`src/rtl/serial_add_pkg.sv`:
```
// Shared definitions for the bit-serial adder: FSM state encoding and default operand width.
package serial_add_pkg;

    localparam int unsigned DEFAULT_WIDTH = 8;

    typedef enum logic [1:0] {
        ST_IDLE = 2'd0,
        ST_RUN  = 2'd1,
        ST_DONE = 2'd2
    } state_t;

endpackage : serial_add_pkg

```
`src/rtl/full_adder_structural.sv`:
```
// Gate-level 1-bit full adder used for the per-bit step of the serial adder.
module full_adder_structural (
    input  logic a,
    input  logic b,
    input  logic cin,
    output logic sum,
    output logic cout
);

    logic ab_xor;
    logic ab_and;
    logic c_and;

    xor u_x0 (ab_xor, a, b);
    xor u_x1 (sum, ab_xor, cin);
    and u_a0 (ab_and, a, b);
    and u_a1 (c_and, ab_xor, cin);
    or  u_o0 (cout, ab_and, c_and);

endmodule : full_adder_structural

```
`src/rtl/bit_serial_adder.sv`:
```
// Bit-serial adder: one full-adder step per cycle, LSB first, with valid/ready on both sides.
module bit_serial_adder
    import serial_add_pkg::*;
#(
    parameter int unsigned WIDTH = DEFAULT_WIDTH
) (
    input  logic             clk,
    input  logic             rst,
    input  logic             start_valid,
    output logic             start_ready,
    input  logic [WIDTH-1:0] a,
    input  logic [WIDTH-1:0] b,
    input  logic             cin,
    output logic             res_valid,
    input  logic             res_ready,
    output logic [WIDTH-1:0] sum,
    output logic             cout,
    output logic             busy
);

    localparam int unsigned    CW   = $clog2(WIDTH + 1);
    localparam logic [CW-1:0] LAST = CW'(WIDTH - 1);

    generate
        if (WIDTH < 1 || WIDTH > 32) begin : g_bad_width
            $error("bit_serial_adder: WIDTH must be in 1..32");
        end
    endgenerate

    state_t           state;
    logic [CW-1:0]    cnt;
    logic             carry;
    logic [WIDTH-1:0] op_a;
    logic [WIDTH-1:0] op_b;
    logic [WIDTH-1:0] sum_r;
    logic             fa_sum;
    logic             fa_cout;
    logic [WIDTH:0]   sum_shift;

    full_adder_structural u_fa (
        .a    (op_a[0]),
        .b    (op_b[0]),
        .cin  (carry),
        .sum  (fa_sum),
        .cout (fa_cout)
    );

    // New sum bit enters at the MSB; slicing the widened vector keeps WIDTH=1 legal.
    assign sum_shift = {fa_sum, sum_r};

    always_ff @(posedge clk) begin
        if (rst) begin
            state       <= ST_IDLE;
            cnt         <= '0;
            carry       <= 1'b0;
            op_a        <= '0;
            op_b        <= '0;
            sum_r       <= '0;
            start_ready <= 1'b0;
            res_valid   <= 1'b0;
        end else begin
            case (state)
                ST_IDLE: begin
                    start_ready <= 1'b1;
                    if (start_valid && start_ready) begin
                        op_a        <= a;
                        op_b        <= b;
                        carry       <= cin;
                        cnt         <= '0;
                        start_ready <= 1'b0;
                        state       <= ST_RUN;
                    end
                end
                ST_RUN: begin
                    op_a  <= op_a >> 1;
                    op_b  <= op_b >> 1;
                    carry <= fa_cout;
                    sum_r <= sum_shift[WIDTH:1];
                    cnt   <= cnt + 1'b1;
                    if (cnt == LAST) begin
                        res_valid <= 1'b1;
                        state     <= ST_DONE;
                    end
                end
                ST_DONE: begin
                    if (res_ready) begin
                        res_valid   <= 1'b0;
                        start_ready <= 1'b1;
                        state       <= ST_IDLE;
                    end
                end
                default: begin
                    res_valid   <= 1'b0;
                    start_ready <= 1'b0;
                    state       <= ST_IDLE;
                end
            endcase
        end
    end

    assign sum  = sum_r;
    assign cout = carry;
    assign busy = (state != ST_IDLE);

endmodule : bit_serial_adder

```
`config.mk`:
```
export PLATFORM = sky130hd
export DESIGN_NAME = bit_serial_adder
export DESIGN_NICKNAME = d
export VERILOG_FILES = /design/src/rtl/serial_add_pkg.sv /design/src/rtl/full_adder_structural.sv /design/src/rtl/bit_serial_adder.sv
export SDC_FILE = /design/constraint.sdc
export NUM_CORES = 1
export LEC_CHECK = 0
export CORE_AREA = 2 2 71 73
export DETAILED_ROUTE_END_ITERATION = 10
export DIE_AREA = 0 0 73 75
export PLACE_DENSITY_LB_ADDON = 0.2
export SYNTH_ARGS = -nofsm -noshare
export SYNTH_HDL_FRONTEND = slang
export SYNTH_SLANG_ARGS = --single-unit
```
`constraint.sdc`:
```
create_clock -name clk -period 1.6 [get_ports clk]
set_input_delay 0.16 -clock clk [delete_from_list [all_inputs] [get_ports clk]]
set_output_delay 0.16 -clock clk [all_outputs]
set_load 0.03 [all_outputs]
```
* Yosys cells after proc, flatten, opt, wreduce, memory -nomap -nowiden
Cells that the tools add are included. Widths: inputs -> output; s select.
Word-level totals: word-level logic and storage cells 48, register bits after elaboration 33, output and inout port bits 12, input port bits 21
Cells by class: equal/unequal tests 6, reductions and logical operators 8, add/subtract/negate cells 1, multiplexer cells 18, bitwise gates (word level) 7
Operator list (count):
- $pmux 8 s2 | 2
- $mux 8 | 2
- $pmux 4 s2 | 1
- $mux 2 | 3
- $ne 2x2->1 const B | 3
- $pmux 1 s3 | 2
- $pmux 2 s3 | 1
- $reduce_and 3->1 | 2
- $mux 1 | 5
- $add 4x1->4 const B | 1
- $eq 4x3->1 const B | 1
- $mux 4 | 1
- $reduce_and 2->1 | 2
- $reduce_bool 2->1 | 2
- $and 1x1->1 | 2
- $eq 2x1->1 const B | 1
- $eq 2x2->1 const B | 1
- $logic_not 2->1 | 1
- $not 1->1 | 2
- $pmux 1 s2 | 1
- $xor 1x1->1 | 2
- $logic_and 1x1->1 | 1
- $or 1x1->1 | 1

* Longest topological paths before layout
Gate-level depths: netlist of the first run.
depth after elaboration 4, depth in mapped cells 6, mapped depth without buffers 4

* Modules after synthesis
From an unflattened synthesis of the first run, not the netlist that was laid out.
Unflattened totals: cells, all modules 158, area, all modules 1589.0 um^2
Modules (own cells, without submodules):
- bit_serial_adder | seq. area each 660.6 um^2, instances 1, cells an instance 157, area an instance 1569.0 um^2
- full_adder_structural | seq. area each 0.0 um^2, instances 1, cells an instance 1, area an instance 20.0 um^2

* Worst setup path after synthesis of the first run
No wires, ideal clock.
path kind register to register, start point reg carry, in the netlist cout, end point reg carry, in the netlist cout, path slack 112 ps, arrival 1366 ps, period minus slack after synthesis 1488 ps, library setup time 122 ps, required time 1478 ps, path buffers 0, stages on the path, launching flop included 4, path through dfxtp_1 -> fa_1 -> mux2_2 -> o311a_1
Between the ends: longest elaborated chain between the ends 3
Ends and longest elaborated chain:
- from (decl) | RTL line bit_serial_adder.sv:32 | logic carry;
- from (signal assigned) | RTL line bit_serial_adder.sv:68 | carry <= cin;
- from (signal assigned) | RTL line bit_serial_adder.sv:77 | carry <= fa_cout;
- $and 1x1->1 | RTL line full_adder_structural.sv:17 | and u_a1 (c_and, ab_xor, cin);
- $or 1x1->1 | RTL line full_adder_structural.sv:18 | or u_o0 (cout, ab_and, c_and);
- $pmux 1 s2 | RTL line bit_serial_adder.sv:62 | case (state)
No other way between the ends. A chain may end at the register's enable or synchronous reset.

* Worst setup path after layout of the first run
start point reg start_ready, end point out start_ready
RTL lines:
- from (decl) | RTL line bit_serial_adder.sv:10 | output logic start_ready,
- from (signal assigned) | RTL line bit_serial_adder.sv:59 | start_ready <= 1'b0;
- from (signal assigned) | RTL line bit_serial_adder.sv:64 | start_ready <= 1'b1;
- from (signal assigned) | RTL line bit_serial_adder.sv:70 | start_ready <= 1'b0;
No word-level cell between the ends.

==> impl_metrics.csv, run 1 <==
group,metric,value,unit
synthesis,yosysWarningCount,0,
hold_path,worstHoldPathType,"primary input to flop",
routing,drc_errors,0,
setup_path,crit_required,1.44,ns
floorplanning,dieWidth,73,um
clock_tree,hold_buffers,0,
sta,relSlewSlack,63.5,%
routing,drt.antenna.violating_nets,0,
setup_path,cp-end-kind,"output pin",
power_and_ir_drop,swShare,25.4,%
sta,rsz0062_at_grt,"no",
power_and_ir_drop,power_frac_clock,32.7,%
synthesis,ys_types,30,
synthesis,synth-edff-count,0,
synthesis,syn_nets,181,
power_and_ir_drop,p_seq_share,47.8,%
floorplanning,initial_utilization,34.1,%
setup_path,cp_slowest_cell,"clkdlybuf4s50_1",
synthesis,synthArstFlopShare,0,%
setup_path,critPathArrivalTime,1.39,ns
floorplanning,die_area,5480,um2
status,status,"complete, no violations",
placed_design,dp_hpwl,2450,um
synthesis,yosysTopAreaCellShare,41.6,%
clock_tree,cts_setup_buffers,0,
clock_tree,clk_pin_slew,0.07,ns
setup_path,r2r_setup_slack,0.13,ns
clock_tree,cts_tree,"yes",
clock_tree,clk_latency,0.28,ns
sta,hold_violations,0,
floorplanning,core,4660,um2
sta,setup_viol,0,
power_and_ir_drop,p_leak,0.000796,uW
synthesis,synth_compound_area_share,25.0,%
power_and_ir_drop,ir_drop,0.347,mV
setup_path,max_stage_delay,0.70,ns
placed_design,port_buffers,32,
flow_run,drv_cap,0,
global_routing,grt_overflow,0,
sta,period_minus_slack,1.55,ns
routing,vias,1295,
clock_tree,cts.repair.resized,0,
setup_path,cp_max_fo,5,
synthesis,synth-simple-area-share,11.7,%
synthesis,synth.area.mux_share,13.2,%
synthesis,yosys.area.top_type,"dfxtp_1",
placed_design,routabilityCongestion,0.672,
power_and_ir_drop,combPwrFrac,19.5,%
synthesis,synthCells,158,
global_routing,grt_usage,14.1,%
clock_tree,clock-sinks,33,
global_routing,grt_pass1_wl,5900,um
clock_tree,cts-htree-levels,2,
clock_tree,cts-root-buf,"clkbuf_8",
synthesis,synth_area_leaders,"dfxtp_1 42%, mux2_4 10%, o311a_1 9.4%, o21bai_1 7.1%, a21oi_1 5.7%",
synthesis,netlist_area,1590,um2
clock_tree,clockBufferDepth,2,
layout,nFillCells,444,
layout,final_common_cell,"dfxtp_1",
routing,firstDrtPassIters,4,
global_routing,antenna_found_initial,0,
layout,drive_gt1_share,20.0,%
setup_path,crit_family,"buffers and inverters",
global_routing,grt_max_degree,28,
layout,diodes,0,
synthesis,synth-adder-area-share,2.05,%
setup_path,critPathKind,"flop to output pin",
setup_path,cp_num_buf_inv,1,
setup_path,critPathLaunchType,"flop",
synthesis,synth_seq_cells,33,
power_and_ir_drop,power_density,939,nW/um2
sta,tightest_slew,0.546,ns
clock_tree,cts_inserted_buffers,5,
routing,first_iter_violations,45,
setup_path,cp_cell_sequence,"clkdlybuf4s50_1",
sta,period_share,96.6,%
floorplanning,io_pins,33,
synthesis,syn_avg_cell_area,10.1,um2
floorplanning,dieHeight,75,um
power_and_ir_drop,p_sw,487,uW
synthesis,synth_top_family_by_area,"compound AO/OA/AOI/OAI gates",
synthesis,synth-xor-area-share,0,%
global_routing,grt_pass1_vias,1287,
power_and_ir_drop,internal_power,1430,uW
sta,timing.final.max_slew_violations,0,
sta,setup_tns,0,ns
power_and_ir_drop,power,1920,uW
floorplanning,rows,25,
layout,areaGrowthSynthToFinish,28.7,%
sta,fin_skew,0.00498,ns
routing,wirelength,3630,um
layout,final_nets,213,
routing,via_per_inst,5.31,
routing,wl_per_cell,14.9,um
layout,layout_common_cells,"32 x dfxtp_1, 31 x clkdlybuf4s50_1, 20 x nand2_1",
synthesis,synth.yosys.seq_area_share,41.6,%
sta,fmax,647,MHz
synthesis,ys.flop_type,"dfxtp_1",
-- routing by layer --
metal / up-vias / share of wire, % / GRT usage [%]
li1: 640 / - / -
met1: 614 / 46 / 17.2
met2: 30 / 46 / 22.0
met3: 11 / 4.8 / 4.55
met4: 0 / 2.6 / 8.02
met5: - / 0 / 0
-- area by class of cell --
| class | count | area (um2) | area share (%) |
|---|---|---|---|
| Tap cell | 54 | 67.6 | 3.30 |
| Clock buffer | 7 | 86.3 | 4.22 |
| Multi-Input combinational cell | 110 | 842 | 41.2 |
| Sequential cell | 33 | 662 | 32.4 |
| Timing Repair Buffer | 39 | 383 | 18.7 |
| Inverter | 1 | 3.75 | 0.184 |
-- power groups by stage --
stage / registers, uW / logic, uW / clock network, uW
finish: 918 / 374 / 628
global route: 926 / 406 / 686
CTS: 917 / 375 / 650
detailed placement: 934 / 373 / 0
global placement: 931 / 361 / 0
floorplan: 938 / 246 / 0
-- through the flow --
stage / area, um2 / util (%) / hold slack, ns / cells / setup slack (ns)
final: 2040 / 43.9 / 0.435 / 244 / 0.0543
after global routing: 2040 / 43.9 / 0.447 / 244 / 0.00737
after CTS: 2030 / 43.6 / 0.431 / 243 / 0.0257
after detailed placement: 1950 / 41.7 / 0.461 / 236 / 0.0127
after global placement: 1950 / 41.7 / 0.447 / 236 / 0.0605
after floorplan: 1590 / - / 0.229 / 158 / 0.112
-- cells in the mapped netlist, types with 2 or more instances --
cell type	count
o311a_1	15
mux2_2	4
buf_1	2
or2_2	3
buf_6	3
nor2_1	2
nand2_1	20
nand2b_1	2
clkbuf_1	7
buf_2	2
a21oi_1	18
o21bai_1	15
o21ai_0	6
mux2_4	11
dfxtp_1	33
-- worst reg2reg max path: stages, from the launching register on --
cell     delay [ns]
dfxtp_1        0.33
buf_4          0.19
nor2b_2        0.21
mux2_2         0.35
o311a_1        0.28
-- registers in the layout, summed over array words and instances (netlist names) --
signal and cells:
cout 1, state 2, op_b 8, cnt 4, op_a 8, sum 8
start_ready 1, res_valid 1
-- kinds of logic after synthesis --
family / count (synthesis)
AO/OA/AOI/OAI: 56
AND/OR/NAND/NOR: 36
flip-flops: 33
buffers and inverters: 16
multiplexers: 15
adder cells (fa/ha/maj): 2
-- final timing paths --
| kind | startpoint | end | cells after the start |
|---|---|---|---|
| max | start_ready$_SDFFE_PP0P_ | start_ready | 1 |
| min | b[7] | op_b[7]$_SDFFE_PP0P_ | 3 |
| max reg2reg | state[1]$_SDFFE_PP0P_ | cout$_SDFFE_PP0P_ | 4 |
| min reg2reg | sum[4]$_SDFFE_PP0P_ | sum[3]$_SDFFE_PP0P_ | 2 |
Note: power is estimated with default switching activity, not from simulation.
==> inputs of run 2 (changes only) <==
--- a/config.mk
+++ b/config.mk
@@ -6,6 +6,7 @@
 export NUM_CORES = 1
 export LEC_CHECK = 0
 export CORE_AREA = 2 2 71 73
+export CTS_CLUSTER_SIZE = 40
 export DETAILED_ROUTE_END_ITERATION = 10
 export DIE_AREA = 0 0 73 75
 export PLACE_DENSITY_LB_ADDON = 0.2
==> results of run 2 <==
The final DEF is identical to that of run 1; final timing and power are the same.
